**src/rtl/keypad_pkg.sv**
```systemverilog
// Shared types, sizes and helpers for the keypad matrix scanner.
package keypad_pkg;

   localparam int unsigned ROWS   = 4;
   localparam int unsigned COLS   = 4;
   localparam int unsigned CODE_W = 4;
   localparam int unsigned IDX_W  = 2;

   typedef enum logic [1:0] {
      ST_SCAN,
      ST_DEBOUNCE,
      ST_PRESSED,
      ST_RELEASE
   } kp_state_e;

   // Active-low one-hot row drive for a row index.
   function automatic logic [ROWS-1:0] row_drive(input logic [IDX_W-1:0] idx);
      return ~(ROWS'(1) << idx);
   endfunction

   // Index of the lowest-numbered column that reads low.
   function automatic logic [IDX_W-1:0] first_low(input logic [COLS-1:0] cols);
      logic [IDX_W-1:0] idx;
      idx = '0;
      for (int i = int'(COLS) - 1; i >= 0; i--) begin
         if (!cols[i]) idx = IDX_W'(i);
      end
      return idx;
   endfunction

   function automatic int unsigned max3(input int unsigned a, input int unsigned b,
                                        input int unsigned c);
      int unsigned m;
      m = (a > b) ? a : b;
      return (m > c) ? m : c;
   endfunction

endpackage

```
**src/rtl/keypad_tick_gen.sv**
```systemverilog
// Scan tick divider: one-cycle tick every SCAN_DIV clocks.
module keypad_tick_gen #(
   parameter int unsigned SCAN_DIV = 50000
) (
   input  logic clk,
   input  logic rstn,
   output logic tick
);

   localparam int unsigned CNT_W = (SCAN_DIV > 1) ? $clog2(SCAN_DIV) : 1;

   logic [CNT_W-1:0] cnt;

   always_ff @(posedge clk) begin
      if (!rstn) begin
         cnt  <= '0;
         tick <= 1'b0;
      end else begin
         tick <= (cnt == CNT_W'(SCAN_DIV - 1));
         if (cnt == CNT_W'(SCAN_DIV - 1)) cnt <= '0;
         else                             cnt <= cnt + CNT_W'(1);
      end
   end

endmodule

```
**src/rtl/keypad_scan_ctrl.sv**
```systemverilog
// Keypad matrix scanner: row scan, debounce, press/release tracking, event handshake.
// Define KEYPAD_REPEAT_EN to add auto-repeat events while a key stays held.
module keypad_scan_ctrl
   import keypad_pkg::*;
#(
   parameter int unsigned SCAN_DIV     = 50000,
   parameter int unsigned DEB_TICKS    = 20,
   parameter int unsigned REPEAT_DELAY = 500,
   parameter int unsigned REPEAT_RATE  = 100
) (
   input  logic              clk,
   input  logic              rstn,
   input  logic [COLS-1:0]   col_in,
   output logic [ROWS-1:0]   row_out,
   output logic [CODE_W-1:0] key_code,
   output logic              key_valid,
   input  logic              key_ready,
   output logic              key_held,
   output logic              overrun,
   input  logic              clr_ovr
);

   // One width serves both the debounce and the repeat counters.
   localparam int unsigned CNT_W = $clog2(max3(DEB_TICKS, REPEAT_DELAY, REPEAT_RATE) + 1);

   logic [COLS-1:0]  col_meta, col_sync;
   kp_state_e        state;
   logic [IDX_W-1:0] row_idx, col_idx, row_nxt_c;
   logic [CNT_W-1:0] deb_cnt;
   logic             tick, col_low_c, deb_done_c, evt_c, drop_c;
`ifdef KEYPAD_REPEAT_EN
   logic [CNT_W-1:0] rep_cnt;
   logic             rep_first, rep_hit_c;
`endif

   keypad_tick_gen #(.SCAN_DIV(SCAN_DIV)) u_tick (
      .clk  (clk),
      .rstn (rstn),
      .tick (tick)
   );

   // Event qualification for the current tick.
   always_comb begin
      row_nxt_c  = row_idx + IDX_W'(1);
      col_low_c  = !col_sync[col_idx];
      deb_done_c = (deb_cnt == CNT_W'(DEB_TICKS - 1));
`ifdef KEYPAD_REPEAT_EN
      rep_hit_c  = rep_first ? (rep_cnt == CNT_W'(REPEAT_DELAY - 1))
                             : (rep_cnt == CNT_W'(REPEAT_RATE - 1));
`endif
      evt_c = 1'b0;
      if (tick && col_low_c) begin
         case (state)
            ST_DEBOUNCE: evt_c = deb_done_c;
`ifdef KEYPAD_REPEAT_EN
            ST_PRESSED:  evt_c = rep_hit_c;
`endif
            default:     evt_c = 1'b0;
         endcase
      end
      drop_c = evt_c && key_valid && !key_ready;
   end

   always_ff @(posedge clk) begin
      if (!rstn) begin
         col_meta  <= '1;
         col_sync  <= '1;
         state     <= ST_SCAN;
         row_idx   <= '0;
         col_idx   <= '0;
         deb_cnt   <= '0;
         row_out   <= row_drive('0);
         key_code  <= '0;
         key_valid <= 1'b0;
         key_held  <= 1'b0;
         overrun   <= 1'b0;
`ifdef KEYPAD_REPEAT_EN
         rep_cnt   <= '0;
         rep_first <= 1'b1;
`endif
      end else begin
         col_meta <= col_in;
         col_sync <= col_meta;
         if (tick) begin
            case (state)
               ST_SCAN: begin
                  if (&col_sync) begin
                     row_idx <= row_nxt_c;
                     row_out <= row_drive(row_nxt_c);
                  end else begin
                     col_idx <= first_low(col_sync);
                     deb_cnt <= '0;
                     state   <= ST_DEBOUNCE;
                  end
               end
               ST_DEBOUNCE: begin
                  if (!col_low_c) begin
                     state   <= ST_SCAN;
                     row_idx <= row_nxt_c;
                     row_out <= row_drive(row_nxt_c);
                  end else if (deb_done_c) begin
                     state    <= ST_PRESSED;
                     key_held <= 1'b1;
                  end else begin
                     deb_cnt <= deb_cnt + CNT_W'(1);
                  end
               end
               ST_PRESSED: begin
                  if (!col_low_c) begin
                     state   <= ST_RELEASE;
                     deb_cnt <= '0;
                  end
`ifdef KEYPAD_REPEAT_EN
                  if (!col_low_c) begin
                     rep_cnt   <= '0;
                     rep_first <= 1'b1;
                  end else if (rep_hit_c) begin
                     rep_cnt   <= '0;
                     rep_first <= 1'b0;
                  end else begin
                     rep_cnt <= rep_cnt + CNT_W'(1);
                  end
`endif
               end
               ST_RELEASE: begin
                  if (col_low_c) begin
                     state <= ST_PRESSED;
                  end else if (deb_done_c) begin
                     state    <= ST_SCAN;
                     key_held <= 1'b0;
                     row_idx  <= row_nxt_c;
                     row_out  <= row_drive(row_nxt_c);
                  end else begin
                     deb_cnt <= deb_cnt + CNT_W'(1);
                  end
               end
               default: state <= ST_SCAN;
            endcase
         end

         // Event delivery: a pending unaccepted event keeps its code and flags the loss.
         if (drop_c)       overrun <= 1'b1;
         else if (clr_ovr) overrun <= 1'b0;

         if (evt_c && !drop_c) begin
            key_code  <= CODE_W'({row_idx, col_idx});
            key_valid <= 1'b1;
         end else if (key_valid && key_ready) begin
            key_valid <= 1'b0;
         end
      end
   end

endmodule

```
**config.mk**
```make
export PLATFORM = sky130hd
export DESIGN_NAME = keypad_scan_ctrl
export DESIGN_NICKNAME = d
export VERILOG_FILES = /design/src/rtl/keypad_pkg.sv /design/src/rtl/keypad_tick_gen.sv /design/src/rtl/keypad_scan_ctrl.sv
export SDC_FILE = /design/constraint.sdc
export NUM_CORES = 1
export LEC_CHECK = 0
export ABC_AREA = 1
export BUFFER_PORTS_ARGS = -buffer_cell sky130_fd_sc_hd__buf_2
export CORE_MARGIN = 2
export CORE_UTILIZATION = 60
export CTS_BUF_LIST = sky130_fd_sc_hd__clkbuf_2
export DETAILED_ROUTE_END_ITERATION = 16
export GPL_TIMING_DRIVEN = 0
export HOLD_SLACK_MARGIN = 0.03
export PLACE_DENSITY = 0.87
export SLEW_MARGIN = 20
export SYNTH_ARGS = -nofsm -noshare
export SYNTH_HDL_FRONTEND = slang
export SYNTH_SLANG_ARGS = --single-unit
```
**constraint.sdc**
```tcl
create_clock -name clk -period 3.8 [get_ports clk]
set_input_delay 0.19 -clock clk [delete_from_list [all_inputs] [get_ports clk]]
set_output_delay 0.19 -clock clk [all_outputs]
set_load 0.02 [all_outputs]
```
==> results list, run 1 <==
- The run finished with clean final reports.
* Number of flops mapped to enable cells by yosys: 0
- For the worst-skew pair, the clock arrives at the later sink with an insertion delay of 420 ps.
* Global-route usage over all layers: 21.16%
- Drc violations: 0
* Worst EP arrival: 2190 ps
- Post-Syn Instances: 360
- With fillers left out, the area of the finished cells amounts to 2877 µm².
- Total of warnings raised by yosys: 0
- Most frequently used cell type in the post-synthesis netlist: nand2_1
- After floorplanning, the core was divided into 24 placement rows.
* Number of cells on the worst hold path: 4
- Measured along the y axis, the die boundary spans 70.10 µm.
* CTS HTree Levels: 2
- In the post-synthesis netlist, the biggest area contributors are dfxtp_1, nand2_1, nor2_1, inv_1, ha_1.
* Net count after synthesis: 378
- Number of gates resized after CTS: 0
* Clk root buf: clkbuf_2
* Area growth from synthesis to layout: 9.738%
- Entering global routing, the biggest net connects 15 pins.
- The clock period could shrink to 1841 ps.
- Post-Place Cell Area: 2776 µm²
* Largest vdd supply drop: 177.6 µV
- Cell taking the most area after synthesis: dfxtp_1
- The final number of hold-violating endpoints came to 0.
- In the final design database the tool counted 409 nets.
- Worst-Margin Slew: 603.9 ps
- Counting the buffers created by CTS gives 5.
* Starting utilization of the core area: 61.04%
* Clock tree from TritonCTS: yes
- Clock-pin slew was measured on the worst setup and hold paths at 240 ps.
* Total number of vias: 2216
* Area share of the largest cell type after synthesis: 38.95%
- Share of cells above drive strength 1: 19.13%
- Number of port buffers: 18
- Total of endpoints with negative setup slack in the final report: 0
* Number of global-route vias before repair: 2095
* Via count normalized by instance count: 4.991
* Startpoint class of the critical path: flop
* Final period utilization: 48.46%
- Top cells by count, synth: nand2_1, nor2_1, dfxtp_1, inv_1, a21oi_1
- Achievable clock frequency: 543.1 MHz
- Final Skew: 29.91 ps
* Final RePlAce weighted congestion: 0.8017
- Max capacitance violation total: 0
- Total Die Area: 4913 µm²
- The number of max-slew violations in the final report is 0.
* I/O pins: 19
- After global routing the overflow that remains totals 0.
* Number of buffers inserted by post-CTS setup repair: 0
- Sort of element at the end of the critical path: flop
- Startpoint of the most critical hold path: key_ready
* Number of antenna violations at the first check in global routing: 0
- Along the worst path, the maximum fanout reaches 6.
* Drt first pass iters: 4
* Sequential-to-total area share from yosys stat: 38.95%
- Synthesis instantiated 35 different standard cells from the library.
* Average wire per standard cell: 10.48 µm
- Clk buf depth: 2
- Setup repair after global routing left no endpoint under its margin.
- For this design the ratio of total power to cell area is 277.0 nW/µm².
- After synthesis the netlist holds a flip-flop and latch count of 51.
* Leakage component of the power: 1.221 nW
* Summed negative setup slack over all endpoints: 0 ps
* Detailed-route wire length: 4653 µm
- Iter 0 DRT Violations: 64
* Hold crit path type: input port to flop
* Setup Crit Path Kind: flop to flop
- Headroom to the max-slew limit: 59.74%
* First-pass GRT wire length: 8466 µm
* Core Region: 4294 µm²
- Worst R2R Path Depth: 8
* Most instantiated flip-flop cell in the synthesis netlist: dfxtp_1
* Critical Path RT: 4150 ps
- Netlist area before placement: 2621 µm²
- Crit Reg-Reg Startpoint: state[0]
- The die is 70.10 µm wide.
- Clock tree synthesis found a total of 51 sinks.
- CP startpoint: state[0]
- Antenna diode instance count: 0
* Final antenna-violating net count: 0
- Detailed placement finished with a half-perimeter wire length of 3501 µm.
- Ys async rst share: 0%
* Post-Synthesis Mean Instance Area: 7.281 µm²
## per-layer routing
metal	wire length [µm]	vias up	part of all wire [%]	track usage, %
met5	0	-	0	0
met4	90	0	1.9	7.479
met3	141	10	3.0	4.618
met2	2438	33	52	40.42
met1	1982	983	43	22.57
li1	-	1190	-	-
## final timing paths
path	slack, ps	to
worst max-delay path	1960	deb_cnt[7]
worst min-delay path	90	overrun
worst max register to register	1960	deb_cnt[7]
worst min register to register	440	col_sync[2]
## placed cells by master (no fill, tap or decap), drive strengths merged
cell	n
nand3b	1
a211oi	2
a31oi	2
nor4	1
o21ai	5
nand2	101
ha	10
dfxtp	51
clkinv	1
clkbuf	9
o211ai	3
inv	46
nand3	16
or2	13
xor2	5
buf	21
nor2	59
nor3b	4
nor3	8
a21oi	21
dlygate4sd3	6
nand4	7
## state kept, by name, summed over array words and instances (netlist names), 2 cells and up, named ones only
register	cells
col_sync	4
col_idx	2
deb_cnt	9
col_meta	4
row_out	4
key_code	4
u_tick.cnt	16
row_idx	2
## where the power goes
group	leakage [nW]	internal [mW]	switching, mW	total (mW)
Combinational	0.775	0.0179	0.0233	0.0412
Clock	0.0330	0.0502	0.159	0.209
Sequential	0.413	0.543	0.00370	0.547
Total	1.22	0.611	0.186	0.797
## cell type report
type,count,area [µm²]
Fill cell,372,1418
Multi-Input combinational cell,258,1396
Sequential cell,51,1021
Inverter,46,172.7
Timing Repair Buffer,24,150.1
Tap cell,52,65.06
Clock buffer,7,35.03
Buffer,5,31.28
Clock inverter,1,5.005
## what timing repair did
| item | 4_1_cts | 5_1_grt |
|---|---|---|
| hold buffers | 6 | 0 |
| setup endpoints to repair | 0 | 0 |
| endpoints found under the hold margin | 6 | 0 |
## cell families after synthesis
family	count (synthesis)	share of synthesized area [%]
AOI/OAI and AO/OA	33	8.448
xor gates and xnor gates	5	1.671
adders and majority gates	10	4.773
buffers and inverters	51	7.781
DFF	51	38.95
and+or+nand+nor	210	38.38
## critical path: stages (launching register included)
cell and delay (ps):
dfxtp_1 480, ha_1 430, inv_2 40, nand2_1 150
nand3_2 110, nand2_1 80, nand3b_1 240, nand2_1 120
a21oi_2 120
## metrics by stage
step | setup WS, ps | util [%] | power (mW) | instances | hold WS (ps)
after floorplan | 2255 | - | 0.5822 | 360 | 296.6
after global placement | 2090 | 64.66 | 0.5916 | 430 | 376.5
after detailed placement | 2037 | 64.66 | 0.5936 | 430 | 380.8
after CTS | 1964 | 66.99 | 0.8070 | 444 | 72.95
after global routing | 1801 | 66.99 | 0.8319 | 444 | 111.3
final | 1959 | 66.99 | 0.7969 | 444 | 93.99
Note: power is estimated with default switching activity, not from simulation.
==> inputs of run 2 (changes only) <==
==> constraint.sdc (replaced) <==
create_clock -name clk -period 1.9 [get_ports clk]
set_input_delay 0.095 -clock clk [delete_from_list [all_inputs] [get_ports clk]]
set_output_delay 0.095 -clock clk [all_outputs]
set_load 0.02 [all_outputs]
==> run 2 against run 1 <==
Effect of this change:
- utilization is 0.32 points higher
- critical endpoint unchanged
- clock-buffer cell count did not move
- sequential cell count stayed put
- largest power group unchanged
- design area up 0.48%
- routed wire length about the same
- hold slack improved by 290 ps
- die area unchanged
==> results list, run 2 (synthesis gave the netlist of run 1 again) <==
* Final period utilization: 91.48%
* Dpl ws: 137.1 ps
- At the worst endpoint, the required time is 2190 ps.
- Die span in y: 70.10 µm
- Number of cells on the worst hold path: 3
- Count of placed standard cells including taps: 430
- In the final routed layout, each cell accounts on average for 10.46 µm.
- The congestion estimate from routability-driven global placement came to 0.8017.
* Number of antenna violations at the first check in global routing: 0
* Commonest cells after routing, fill and taps aside: nand2_1, nor2_1, dfxtp_1
- The clock net in this run drives a total of 51 sinks.
- In this run switching power makes up 23.51% of total power.
* Achievable clock frequency: 575.3 MHz
- Leftover overflow at the end of global routing: 0
* Total of endpoints with negative setup slack in the final report: 0
- Of the total power, combinational logic draws 5.3%.
- For this run, the detailed router's first-pass iteration total came to 4.
- Status: finished, final reports clean
* Global-route usage over all layers: 21.19%
- Counting the fill cells in the layout gives 369.
- The tree is rooted in a clkbuf_2.
- For this run, the post-layout net count is 410.
- Most Frequent Cell on Critical Path: nand2_1
- Summed negative setup slack over all endpoints: 0 ps
- Area growth from synthesis to layout: 10.26%
- For this block, the via count after detailed routing is 2226.
- After detailed routing, the number of vias per cell comes to 5.002.
- Final HPWL from detailed placement: 3501 µm
* Final Worst Setup Slack: 161.8 ps
- The first routing iteration left 52 violations.
* Setup Crit Path Kind: flop to flop
- Number of endpoints with negative hold slack in the final report: 0
* Sort of element at the end of the critical path: flop
- The tool flagged a number of max-cap violations equal to 0.
* First-pass GRT wire length: 8480 µm
- Number of max-slew violations in the final report: 0
- Die width: 70.10 µm
- I/O pins: 19
* Unrepaired setup endpoints after global routing: false
* Largest fanout of any net on the critical path: 6
- The via count of the first global-routing pass came to 2098.
- Switching power total: 0.3759 mW
* # rows: 24
- Entering global routing, the biggest net connects 15 pins.
- Number of port buffers: 18
- Final Skew: 28.83 ps
* Clk_lat worst skew: 420 ps
* Flip-flop count of the largest register, all copies and words added: 16
* Cell Count, Final, Fillers Out: 445
- The critical path goes through inv_1 > ha_1 > inv_1 > nand2_1 > nand3_2 > nand2_1 > nand3b_1 > nand2_1 > a21oi_2.
* Share of total power in sequential cells: 68.4%
- After clock tree synthesis, the setup repair step added 0 buffers.
- At the pin with the least slew margin, the transition time is 601.0 ps.
- Largest stage delay on the critical path: 400 ps
* Clk buf depth: 2
- The library cell used most frequently in the layout, excluding fill and tap cells, is nand2_1.
* Slowest cell on the critical path: dfxtp_1
- In this run the standard cell core region covers 4294 µm².
- Startpoint class of the critical path: flop
* Largest vdd supply drop: 355.3 µV
- Relative contribution of the clock network to total power: 26.4%
- Share of cells above drive strength 1: 19.59%
* Regs by FF count: u_tick.cnt (16), deb_cnt (9)
- Counting flops per register, the top entry is u_tick.cnt.
* Headroom to the max-slew limit: 59.93%
- After layout, the minimum clock period comes to 1738 ps.
* Internal power: 1.223 mW
- Antenna diode instance count: 0
* Detailed-route wire length: 4656 µm
- Power spread over the standard cell area amounts to 553.3 nW/µm².
- Clock tree synthesis inserted a total of 5 buffers.
* Leakage component of the power: 1.222 nW
- The count of nets left with antenna violations once routing finished came out at 0.
- Hold crit path type: input port to flop
- CTS HTree Levels: 2
- After clock tree synthesis, the clock-pin slew on the worst setup and hold paths is 240 ps.
- The initial utilization of the core area, before any placement, comes to 61.04%.
- The die covers 4913 µm².
* Worst R2R Path Depth: 9
* Worst EP arrival: 2030 ps
* Drc violations: 0
- Clock tree from TritonCTS: yes
run 2: repair_timing:
item,4_1_cts,5_1_grt
endpoints found under the hold margin,8,0
resized for setup,0,2
setup endpoints to repair,0,11
hold buffers,7,0
run 2: routing by layer:
metal	global-route usage, %	wire length [µm]	vias up
met5	0	0	-
met4	7.479	90	0
met3	4.618	142	10
met2	40.21	2418	30
met1	22.85	2006	993
li1	-	-	1193
run 2: final cells by class:
type | count | area [µm²] | share of cell area, %
clock inverter | 1 | 5.005 | 0.1732
tap | 52 | 65.06 | 2.251
sequential | 51 | 1022 | 35.37
buffer | 5 | 31.28 | 1.082
clock buffer | 7 | 35.03 | 1.212
inverter | 46 | 172.7 | 5.974
timing repair buffer | 25 | 160.2 | 5.541
multi-input combinational | 258 | 1399 | 48.40
run 2: power groups by stage:
stage	logic (mW)	registers [mW]	clock network (mW)
after floorplan	0.0527	1.11	0
after global placement	0.0705	1.11	0
after detailed placement	0.0734	1.11	0
after CTS	0.0847	1.09	0.437
after global routing	0.0961	1.10	0.473
final	0.0840	1.09	0.422
run 2: worst paths after layout:
kind                               endpoint  slack, ps         from
worst min-delay path            col_meta[3]        380    col_in[3]
worst min register to register  col_sync[2]        450  col_meta[2]
worst max register to register   deb_cnt[7]        160         flop
worst max-delay path             deb_cnt[7]        160         flop
run 2: worst max-delay path, delay by kind of cell, from the launching register on:
kind                       cells  cell delay, ps
AOI/OAI and AO/OA              1              60
adders and majority gates      1             260
buffers and inverters          2             200
DFF                            1             400
and+or+nand+nor                5             740
run 2: per-stage QoR:
step | cell area (µm²) | power (mW) | utilization, % | hold slack [ps]
after global routing | 2890 | 1.666 | 67.31 | 351.3
after detailed placement | 2776 | 1.187 | 64.66 | 285.8
after global placement | 2776 | 1.183 | 64.66 | 281.5
after floorplan | 2621 | 1.164 | - | 201.6
after CTS | 2887 | 1.616 | 67.22 | 348.9
final | 2890 | 1.599 | 67.31 | 382.9
==> inputs of run 3 (changes only) <==
--- a/config.mk
+++ b/config.mk
@@ -5,7 +5,6 @@
 export SDC_FILE = /design/constraint.sdc
 export NUM_CORES = 1
 export LEC_CHECK = 0
-export ABC_AREA = 1
 export BUFFER_PORTS_ARGS = -buffer_cell sky130_fd_sc_hd__buf_2
 export CORE_MARGIN = 2
 export CORE_UTILIZATION = 60
@@ -13,7 +12,7 @@
 export DETAILED_ROUTE_END_ITERATION = 16
 export GPL_TIMING_DRIVEN = 0
 export HOLD_SLACK_MARGIN = 0.03
-export PLACE_DENSITY = 0.87
+export PLACE_DENSITY = 0.88
 export SLEW_MARGIN = 20
 export SYNTH_ARGS = -nofsm -noshare
 export SYNTH_HDL_FRONTEND = slang
==> run 3 against run 2 <==
Effect of this change:
- the run now ends with setup timing left
- global-route usage up 4.7 points
- clock skew down 15 ps
- largest power group unchanged
- synthesized cell count down 30%
- highest routed layer unchanged
- worst setup slack worse by 420 ps
- cell count down 20%
- largest cell class unchanged
- sequential cell count unchanged
==> results list, run 3 <==
* Clk buf depth: 2
- After floorplanning, the core was divided into 22 placement rows.
- Antenna diode instance count: 0
- Yosys printed 0 warnings.
- Largest stage delay on the critical path: 610 ps
- Final Worst Setup Slack: -263.0 ps
* First-pass GRT wire length: 8659 µm
- Starting utilization of the core area: 62.79%
- Counting every net in the synthesized netlist gives 270.
- Worst-Margin Slew: 614.7 ps
- Ordered cell list for the critical path: or4b_1 > o211a_4 > o31ai_4 > buf_6 > o21ai_2 > a21oi_1
- The worst pin sits at a relative slew slack of 59.02%.
- Number of flops mapped to enable cells by yosys: 0
- Of all nets on the critical path, the largest fanout is 6.
- Dpl ws: -265.5 ps
- In the final routing, the length of wire on met1 measures 2523 µm.
- Clock tree synthesis selected as its root buffer the cell clkbuf_2.
- Met2 routed wirelength: 3360 µm
- In this run the most critical hold path is launched from col_meta[0].
* Final period utilization: 113.8%
- Startpoint class of the critical path: flop
* Status: complete, but fails checks
- Port buffering added 17 buffers.
* Regs by FF count: u_tick.cnt (16), deb_cnt (9)
- Setup repair after global routing could not meet its margin everywhere.
* Clock slew seen by the registers of the worst setup and hold paths: 270 ps
- The tool flagged a number of max-cap violations equal to 0.
- Sort of element at the end of the critical path: flop
- Number of global-route vias before repair: 1961
- Data on the critical path is required at its endpoint by 2290 ps.
* Multi-input logic area: 1396 µm²
* Share of cells above drive strength 1: 29.97%
- Sorting the synthesized cells by area gives the leading types as dfxtp_1, nor2_1, ha_1, xor2_1, o21ai_0.
- The worst setup path is of the flop to flop kind.
- The synthesized design spends more area on one cell type than any other, namely dfxtp_1.
- Count of cell instances traversed by the critical path: 6
- Post-Syn Instances: 252
- The number of buffers and inverters on the critical path is 1.
* CTS HTree Levels: 2
- Core Region: 3689 µm²
- Dividing the detail-routed via count by the number of cells gives 5.890.
- The path class of the tightest hold or removal check is flop to flop.
* Leading cell type in the layout, fill and taps excluded: dfxtp_1
- For this run, asynchronously set or reset flops after synthesis account for 0%.
* Area share of the largest cell type after synthesis: 44.08%
* Post-Synthesis Mean Instance Area: 9.190 µm²
- Final Skew: 13.36 ps
- The final number of hold-violating endpoints was 0.
- After detailed routing, the number of remaining DRC violations is 0.
* #FFs+latches synth: 51
- Commonest cells after routing, fill and taps aside: dfxtp_1, nor2_1, buf_2
- Summed over all cells, the static leakage comes to 1.077 nW.
* Fill cell count: 216
* Global-route usage over all layers: 25.90%
- The number of max-slew violations in the final report is 0.
* Top cells by count, synth: dfxtp_1, nor2_1, nand2_1, o21ai_0
- Among all flip-flop cells after synthesis, the most frequent one is dfxtp_1.
* Total Die Area: 4373 µm²
- In the final layout, flip-flops and latches occupy 1036 µm².
* Detailed-route wire length: 6431 µm
* Final antenna-violating net count: 0
- For the finished layout, the period the worst path requires is 2163 ps.
- The worst-case IR drop observed on VDD is 474.0 µV.
* Total of endpoints with negative setup slack in the final report: 20
- Data arrives at the worst endpoint at 2560 ps.
- Met3 routed WL: 295 µm
- The slowest stage of the critical path belongs to the cell or4b_1.
- Power spread over the standard cell area amounts to 556.5 nW/µm².
- Largest net degree at the start of global routing: 18
- Die width: 66.13 µm
- The number of clock buffers added by TritonCTS is 5.
- Average wire per standard cell: 18.12 µm
- Summing internal, switching and leakage power gives 1.656 mW.
- The net count of the finished layout is 324.
- Largest register by flop count: u_tick.cnt
- For this run, the register share of the synthesized area comes to 44.08%.
- Counting instances, the worst hold path has a depth of 1.
- For this run the aggregate overflow at the end of global routing stands at 0.
- In this run the count of I/O pins placed on the die edge is 19.
* Netlist area before placement: 2316 µm²
- Area growth from synthesis to layout: 28.47%
* Die span in y: 66.13 µm
* Worst R2R Path Depth: 6
- At the later pin of the worst-skew pair, clock insertion delay measures 450 ps.
- Number of antenna violations at the first check in global routing: 0
- Most frequently used cell type in the post-synthesis netlist: dfxtp_1
- Clock tree from TritonCTS: yes
- Yosys mapped the design onto 39 distinct sky130hd cell types.
* Final HPWL from detailed placement: 3011 µm
- The register with the most flip-flops in the layout has 16 of them.
* Total number of vias: 2091
- Grouping stages by cell kind, the critical path spends the most delay in compound AO/OA/AOI/OAI gates.
- The worst register-to-register path ends at deb_cnt[3].
* Clock sink count: 51
* Achievable clock frequency: 462.3 MHz
- Slack of the worst reg-to-reg path: -260 ps
- The checks that failed: setup timing.
- End point of the most critical hold path: col_sync[0]
- The worst register-to-register path begins at deb_cnt[8].
- Drt first pass iters: 4
* Top layer reached by signal wires: met4
- Routability-driven placement finished with a final weighted congestion of 0.8247.
- Iter 0 DRT Violations: 201
run 3: where the power goes:
group	leakage, nW	switching [mW]	internal (mW)	total (mW)
sequential	0.418	0.0100	1.08	1.09
combinational	0.625	0.0504	0.0470	0.0974
clock	0.0333	0.367	0.0972	0.465
total	1.08	0.428	1.23	1.66
run 3: stage by stage:
stage | utilization, % | TNS (ps) | instance area [µm²] | hold WS, ps | cells
floorplan | - | -74.06 | 2340 | 196.5 | 252
global placement | 67.37 | -3010 | 2485 | 273.8 | 317
detailed placement | 67.37 | -3727 | 2485 | 278.7 | 317
CTS | 74.22 | -1877 | 2738 | 444.8 | 344
global route | 80.66 | -5576 | 2975 | 467.0 | 355
finish | 80.66 | -3090 | 2975 | 444.6 | 355
run 3: kinds of logic after synthesis:
kind of cell	Yosys count	synth area share, %
DFF	51	44.08
buffers and inverters	18	3.565
and+or+nand+nor	111	25.28
adders and majority gates	10	5.402
muxes	7	3.566
AOI/OAI and AO/OA	40	12.43
xor gates and xnor gates	15	5.673
run 3: timing repair:
| item | CTS | global route |
|---|---|---|
| gates resized for setup | 10 | 50 |
| endpoints found under the hold margin | 8 | 0 |
| pin swaps | 5 | 22 |
| setup endpoints to repair | 31 | 32 |
| hold buffers | 11 | 0 |
| buffers inserted | 6 | 10 |
| cloned | 2 | 1 |
run 3: per-layer routing:
layer	track usage, %	up-vias
met1	29.82	1016
met3	6.474	26
met5	0	-
met2	45.38	74
met4	10.71	0
li1	-	975
run 3: area by class of cell:
cell class,instances,area share [%]
Inverter,12,1.514
Buffer,6,1.514
Timing Repair Buffer,46,11.61
Clock inverter,3,0.7569
Tap cell,48,2.019
Clock buffer,5,0.8410
Multi-Input combinational cell,184,46.93
Sequential cell,51,34.82
run 3: worst register-to-register path, stage by stage (launching register included):
cell,delay [ps]
dfxtp_2,410
or4b_1,610
o211a_4,310
o31ai_4,380
buf_6,200
o21ai_2,60
a21oi_1,150
run 3: how the worst max path moves through the flow:
stage,from,end
after detailed placement,deb_cnt[0],row_idx[1]
after global placement,deb_cnt[1],row_out[3]
final,deb_cnt[8],deb_cnt[3]
after CTS,deb_cnt[0],deb_cnt[0]
after global routing,deb_cnt[8],deb_cnt[3]
after floorplan,deb_cnt[1],deb_cnt[7]
